**src/rtl/mac_lane_array.sv**
```systemverilog
// mac_lane_array: NUM_LANES weight-stationary MAC lanes with double-buffered weight planes,
// a fixed 2-cycle issue-to-result pipeline and optional saturating accumulation.
module mac_lane_array #(
    parameter int NUM_LANES                = 4,
    parameter int QUNATIZED_MANTISSA_WIDTH = 7,
    parameter int WEIGHT_WIDTH             = 8,
    parameter int MAC_ACC_WIDTH            = 48
) (
    input  logic                                         clk,
    input  logic                                         rst_n,
    input  logic                                         prepare_weight,
    input  logic                                         set_weight_i,
    input  logic                                         weight_sel_i,
    input  logic                                         sat_en_i,
    input  logic                                         mac_valid_i,
    input  logic [NUM_LANES*QUNATIZED_MANTISSA_WIDTH-1:0] mac_mantissa_activation_i,
    input  logic [NUM_LANES*MAC_ACC_WIDTH-1:0]            mac_acc_i,
    output logic                                         mac_valid_o,
    output logic [NUM_LANES*MAC_ACC_WIDTH-1:0]            mac_acc_o,
    output logic [NUM_LANES-1:0]                          mac_sat_o,
    input  logic [NUM_LANES*WEIGHT_WIDTH-1:0]             i_load_weight_data_0,
    input  logic [NUM_LANES*WEIGHT_WIDTH-1:0]             i_load_weight_data_1,
    output logic [NUM_LANES*WEIGHT_WIDTH-1:0]             o_load_weight_data_0,
    output logic [NUM_LANES*WEIGHT_WIDTH-1:0]             o_load_weight_data_1
);
    localparam int N = NUM_LANES;
    localparam int M = QUNATIZED_MANTISSA_WIDTH;
    localparam int W = WEIGHT_WIDTH;
    localparam int A = MAC_ACC_WIDTH;

    logic [N*W-1:0] active_0, active_1;
    logic [N*M-1:0] act_q;
    logic [N*W-1:0] w_q;
    logic [N*A-1:0] acc_q;
    logic           sat_q;
    logic           v1;
    logic [N*A-1:0] res;
    logic [N-1:0]   res_sat;

    // The shadow registers double as the forwarded copy for the next column.
    always_ff @(posedge clk or negedge rst_n) begin
        if (!rst_n) begin
            o_load_weight_data_0 <= '0;
            o_load_weight_data_1 <= '0;
            active_0             <= '0;
            active_1             <= '0;
        end else begin
            if (prepare_weight) begin
                o_load_weight_data_0 <= i_load_weight_data_0;
                o_load_weight_data_1 <= i_load_weight_data_1;
            end
            if (set_weight_i) begin
                active_0 <= o_load_weight_data_0;
                active_1 <= o_load_weight_data_1;
            end
        end
    end

    always_ff @(posedge clk or negedge rst_n) begin
        if (!rst_n) begin
            v1    <= 1'b0;
            act_q <= '0;
            w_q   <= '0;
            acc_q <= '0;
            sat_q <= 1'b0;
        end else begin
            v1 <= mac_valid_i;
            if (mac_valid_i) begin
                act_q <= mac_mantissa_activation_i;
                w_q   <= weight_sel_i ? active_1 : active_0;
                acc_q <= mac_acc_i;
                sat_q <= sat_en_i;
            end
        end
    end

    for (genvar k = 0; k < N; k++) begin : g_lane
        logic [M+W:0] prod;
        logic [A:0]   sum;
        logic         ovf;
        assign prod = $signed({{(W+1){1'b0}}, act_q[k*M +: M]})
                    * $signed({{(M+1){w_q[k*W+W-1]}}, w_q[k*W +: W]});
        assign sum  = {acc_q[k*A+A-1], acc_q[k*A +: A]} + {{(A-M-W){prod[M+W]}}, prod};
        // A+1-bit sum: the two top bits disagree exactly when the A-bit result overflowed.
        assign ovf  = sum[A] != sum[A-1];
        assign res_sat[k]     = sat_q && ovf;
        assign res[k*A +: A]  = res_sat[k] ? (sum[A] ? {1'b1, {(A-1){1'b0}}} : {1'b0, {(A-1){1'b1}}})
                                           : sum[A-1:0];
    end

    always_ff @(posedge clk or negedge rst_n) begin
        if (!rst_n) begin
            mac_valid_o <= 1'b0;
            mac_acc_o   <= '0;
            mac_sat_o   <= '0;
        end else begin
            mac_valid_o <= v1;
            if (v1) begin
                mac_acc_o <= res;
                mac_sat_o <= res_sat;
            end
        end
    end
endmodule

```
**config.mk**
```make
export PLATFORM = sky130hd
export DESIGN_NAME = mac_lane_array
export DESIGN_NICKNAME = d
export VERILOG_FILES = /design/src/rtl/mac_lane_array.sv
export SDC_FILE = /design/constraint.sdc
export NUM_CORES = 2
export LEC_CHECK = 0
export BUFFER_PORTS_ARGS = -buffer_cell sky130_fd_sc_hd__buf_2
export CORE_ASPECT_RATIO = 0.8
export CORE_MARGIN = 2
export CORE_UTILIZATION = 25
export DETAILED_ROUTE_END_ITERATION = 8
export SLEW_MARGIN = 10
export SYNTH_ARGS = -nofsm -noshare
export SYNTH_HDL_FRONTEND = slang
export SYNTH_SLANG_ARGS = --single-unit
```
**constraint.sdc**
```tcl
create_clock -name clk -period 11.7 [get_ports clk]
set_input_delay 3.51 -clock clk [delete_from_list [all_inputs] [get_ports clk]]
set_output_delay 3.51 -clock clk [all_outputs]
set_load 0.02 [all_outputs]
```
; ---- Yosys cells after proc, flatten, opt, wreduce, memory -nomap -nowiden
; Cells that the tools add are included.
[op_classes]
eq_ne = 4
multipliers = 4
muxes = 9
add_sub_neg = 4
n_reduce_logical = 4
[ops]
columns = cell, count
row1 = 48-bit 2-to-1 mux, 8
row2 = 48-bit by 16-bit adder with 49-bit output, 4
row3 = 8-bit by 8-bit multiplier with 16-bit output, 4
row4 = 32-bit 2-to-1 mux, 1
row5 = 1-bit logical AND, 4
row6 = 1-bit != test, 4
[word_totals]
register_bits = 579

; ---- Depth between registers and ports, before layout
[depth]
depth_word = 5
depth_mapped = 25
ltp_nobuf = 22

; ---- Worst setup path before layout
; Ideal clock, no wire load.
[synth_timing]
path_kind = flip-flop to flip-flop
startpoint = register w_q[23]
endpoint = register mac_acc_o[113]
path_buffers = 2
setup_slack_ns = 5.360
arrival_ns = 6.253
period_less_slack_ns = 6.340
path_stages_with_launch = 21
cell_sequence = dfrtp_1 -> nand2b_1 -> fa_1 -> fa_1 -> inv_1 -> fa_1 -> fa_1 -> fa_1 -> ha_1 -> a21oi_1 -> o22ai_2 -> a31oi_2 -> a21oi_1 -> nor2_1 -> or4b_1 -> and3b_1 -> or4_4 -> and2_4 -> buf_6 -> buf_6 -> a211oi_2
[synth_between]
elab_chain_cells = 5
[synth_rtl]
columns = item, line_no
row1 = start: declaration, 33  ; logic [N*W-1:0] w_q;
row2 = start signal: assignment, 70  ; w_q <= weight_sel_i ? active_1 : active_0;
row3 = 8-bit by 8-bit multiplier with 16-bit output *, 82  ; * $signed({{(M+1){w_q[k*W+W-1]}}, w_q[k*W +: W]});
row4 = 48-bit by 16-bit adder with 49-bit output *, 83  ; assign sum = {acc_q[k*A+A-1], acc_q[k*A +: A]} + {{(A-M-W){prod[M+W]}}, prod};
row5 = 1-bit != test, 85  ; assign ovf = sum[A] != sum[A-1];
row6 = 1-bit logical AND, 86  ; assign res_sat[k] = sat_q && ovf;
row7 = 48-bit 2-to-1 mux *, 87  ; assign res[k*A +: A] = res_sat[k] ? (sum[A] ? {1'b1, {(A-1){1'b0}}} : {1'b0, {(A-1){1'b1}}})
row8 = end signal: assignment, 99  ; mac_acc_o <= res;
row9 = end: declaration, 19  ; output logic [NUM_LANES*MAC_ACC_WIDTH-1:0] mac_acc_o,
; Every way passes the cells marked *; elsewhere a longest branch is shown, timed or not.
; A chain may end at the register's enable or synchronous reset.

; ---- Final worst setup path
[layout_timing]
startpoint = register w_q[31]
endpoint = register mac_sat_o[3]
[layout_between]
elab_chain_cells = 4
[layout_rtl]
columns = item, line_no
row1 = 8-bit by 8-bit multiplier with 16-bit output, 82
row2 = 48-bit by 16-bit adder with 49-bit output, 83
row3 = 1-bit != test, 85
row4 = 1-bit logical AND, 86
row5 = end signal: assignment, 100  ; mac_sat_o <= res_sat;
row6 = end: declaration, 20  ; output logic [NUM_LANES-1:0] mac_sat_o,
; Every way passes these cells.

==> results.md <==
- TritonCTS created 74 clock buffers.
- By startpoint and endpoint, the worst setup path is classified as flop to flop.
- The largest single stage delay on the critical path is 0.93 ns.
- The final count of hold timing violations was 0.
- The number of hold-repair buffers added at the cts stage is 0.
- Setup repair after global routing left no endpoint under its margin.
- In this run the critical register-to-register path is captured at mac_sat_o[3].
- The pre-antenna-repair detailed-routing pass consisted of 5 iterations.
- Clock tree synthesis found a total of 579 sinks.
- Once detail routing completed, the nets flagged for antenna violations numbered 0.
- The synthesized design contains 579 register bits.
- For this run, the total global-route usage over all layers was measured as 14.22%.
- The clock tree skew after final layout is 0.04652 ns.
- In this run, synthesis inferred 0 flip-flops with an integrated enable.
- The post-cts gate resize count is 0.
- In this run the register-to-register setup slack is 4.44 ns.
- The largest net degree at the start of global routing is 164.
- The cell at the slowest stage of the critical path is sky130_fd_sc_hd__dfrtp_2.
- Yosys printed 0 warnings.
- In this run the power density over the cells is 289.7 nW/µm².
- The tree is rooted in a sky130_fd_sc_hd__clkbuf_16.
- Buffers added to address setup during post-CTS repair amount to 0.
- The clock tree from TritonCTS is yes.
- The starting DRC count in detailed routing is 2200.
- In this design, the critical path's most frequently occurring cell is sky130_fd_sc_hd__fa_1.
- During I/O placement, the number of pins put on the boundary was 552.
- The run finished with clean final reports.
- The path depth of the worst reg2reg path is 19.
- For the worst setup path, the data required time is 12.30 ns.
- The total wire length after detailed routing is 132600 µm.
- The full die area is 182900 µm².
- The H-tree was split into 3 levels.
- The vertical extent of the die is 382.9 µm.
- For this configuration, the core starts out at a cell density of 25.07%.
- The number of maximum-capacitance violations is 0.
- The maximum clock insertion buffer count is 3.
- The setup violation total in the final timing report is 0.
- After legalization and detailed placement, the total HPWL measured 105400 µm.
- The startpoint identified for the worst hold timing path is mac_acc_o[143].
- For the pin with the worst max-slew slack, the measured transition is 1.223 ns.
- Based on the critical path, the design can be clocked at up to 0.1378 GHz.
- The worst voltage drop across the vdd grid is 0.2576 mV.
- The register area share after synthesis is 32.29%.
- The most common cell after layout, fill and taps aside is sky130_fd_sc_hd__ha_1.
- After detailed routing, the number of remaining DRC violations is 0.
- During placement, the flow inserted port buffers numbering 551.
- The first-pass GRT wire length is 202800 µm.
- Of all flip-flops after synthesis, the portion carrying an async set or reset was 100.0%.
- The layout overhead on the synthesized area is 17.40%.
- In the final routed layout, each cell accounts on average for 18.02 µm.
- The post-route clock period utilization is 62.04%.
- The width of the chip is 477.6 µm.
- After synthesis, the netlist uses 86 different library cells.
- In the final timing run, aggregate negative setup slack is 0 ns.
- The initial antenna violation count is 51.
- Clock latency on the worst-skew pair, taken at its later pin, is 0.68 ns.
- The number of global-route vias before repair is 34033.
- The post-synthesis area per instance is 10.15 µm².
- The depth of the worst hold-timing path is 1.
- Of all nets on the critical path, the largest fanout is 43.
- The max-slew violation count is 0.
- The worst register-to-register path begins at w_q[31].
- The category of the worst setup path launch point is a flop.
- The cell count after synthesis is 4422.
- The relative slew slack is 18.47%.
- Cells fill 29.43% of the core in the end.
- The path with the worst hold slack has its endpoint at mac_acc_o[143].
- The shortest clock period the worst path allows after layout is 7.259 ns.
- The net count reported at finish is 6063.
- The class of the tightest hold or removal check is flop to flop.
- The area inside the core boundary is 179000 µm².
- Summed over all cells, the static leakage comes to 25.39 nW.
- The prevailing post-synth register cell is sky130_fd_sc_hd__dfrtp_1.
- The endpoint type of the worst setup path is a flop.
- Routability-driven placement finished with a final weighted congestion of 0.8861.
- The routed via count divided by cell count is 4.629.
- Across all layers, the routed design uses 34062 vias.
- The number of placement rows is 139.
- The worst endpoint data arrival time is 7.86 ns.
- The CTS clock-pin slew for the worst setup and hold paths is 0.06 ns.
- The signal on the critical path passes through nand2b_1, fa_1, fa_1, inv_1, fa_1, fa_1, fa_1, ha_1, o211ai_1, a21oi_1, o41ai_2, o211ai_1, a21o_1, a31oi_1, o211ai_1, a21o_1, mux2i_4, buf_4, mux2_2.
- The share of cells above drive strength 1 is 22.07%.
- The mapped netlist covers 44870 µm².
- In the layout the commonest cells are sky130_fd_sc_hd__ha_1, sky130_fd_sc_hd__dfrtp_1, sky130_fd_sc_hd__buf_2.
- Summed over all layers, the global routing overflow is 0.
- The number of nets in the synthesized netlist is 5597.
## area by class of cell
class | count | area, µm²
clock inverter | 45 | 494.2
sequential | 579 | 14500
antenna | 14 | 35.03
timing repair buffer | 574 | 2988
multi-input combinational | 3351 | 28500
tap | 2397 | 2999
clock buffer | 90 | 2002
fill | 18671 | 126300
inverter | 308 | 1156
## worst max-delay path by stage
stage,startpoint,slack [ns],to
6_report,w_q[31],4.44,mac_sat_o[3]
5_1_grt,w_q[31],3.97,mac_acc_o[181]
4_1_cts,w_q[31],4.41,mac_sat_o[3]
3_5_place_dp,w_q[31],4.42,mac_sat_o[3]
3_3_place_gp,w_q[31],4.53,mac_sat_o[3]
2_1_floorplan,w_q[23],5.36,mac_acc_o[113]
## logic make-up after synthesis
logic type / count (synthesis) / synth area share, %
simple gates: 1055 / 11.05
compound gates: 909 / 13.01
buf+inv: 492 / 4.314
xor+xnor: 153 / 2.987
mux: 350 / 8.684
flops: 579 / 32.29
fa+ha+maj: 884 / 27.66
## per-stage QoR
| step | power [mW] | hold WS (ns) | std cells | area (µm²) | worst slack, ns |
|---|---|---|---|---|---|
| finish | 15.26 | 0.4760 | 7358 | 52670 | 4.441 |
| global route | 16.78 | 0.5131 | 7356 | 52670 | 3.969 |
| CTS | 15.46 | 0.4844 | 7344 | 52640 | 4.410 |
| detailed placement | 12.94 | 0.4696 | 7209 | 50140 | 4.421 |
| global placement | 12.82 | 0.4613 | 7209 | 50140 | 4.528 |
| floorplan | 10.20 | 0.4503 | 4422 | 44870 | 5.360 |
## metal layers
metal	share of wire, %	vias up	track usage, %
met4	4.8	14	6.464
met2	46	768	22.97
met5	0.051	-	0
li1	-	16495	-
met1	45	16555	18.63
met3	4.1	230	2.319
## cell usage after synthesis, drive strengths merged, types with 43 or more instances
master    n  share of area, %
buf      50              0.61
o21ai   185               2.1
clkbuf  134               1.1
mux2    314               7.9
xor2     54               1.1
a211oi   60               1.4
and2    146               2.0
nor2    338               2.8
fa      180               8.0
nor2b    43              0.62
a21o     80               1.3
xnor2    99               1.9
o22ai    48              0.68
dfrtp   579                32
inv     308               2.6
a21oi   325               3.7
nand2   320               2.7
ha      704                20
## critical path: cells and delay by family (launching register included)
| family | cells | cell delay (ns) |
|---|---|---|
| AND/OR/NAND/NOR | 1 | 0.14 |
| multiplexers | 2 | 0.50 |
| flip-flops | 1 | 0.93 |
| AO/OA/AOI/OAI | 8 | 2.46 |
| adder cells (fa/ha/maj) | 6 | 2.65 |
| buffers and inverters | 2 | 0.48 |
## power by group
group / leakage (nW) / switching (mW) / internal [mW]
Clock: 1.23 / 1.00 / 1.37
Combinational: 17.5 / 5.87 / 4.07
Sequential: 6.70 / 0.414 / 2.53
Total: 25.4 / 7.28 / 7.97
## flip-flops by register name (all words and copies together) (netlist names)
| signal | flops |
|---|---|
| active_1 | 32 |
| w_q | 32 |
| o_load_weight_data_1 | 32 |
| mac_acc_o | 192 |
| v1 | 1 |
| active_0 | 32 |
| acc_q | 192 |
| mac_sat_o | 4 |
| mac_valid_o | 1 |
| act_q | 28 |
| sat_q | 1 |
| o_load_weight_data_0 | 32 |
(Power assumes the default switching activity.)
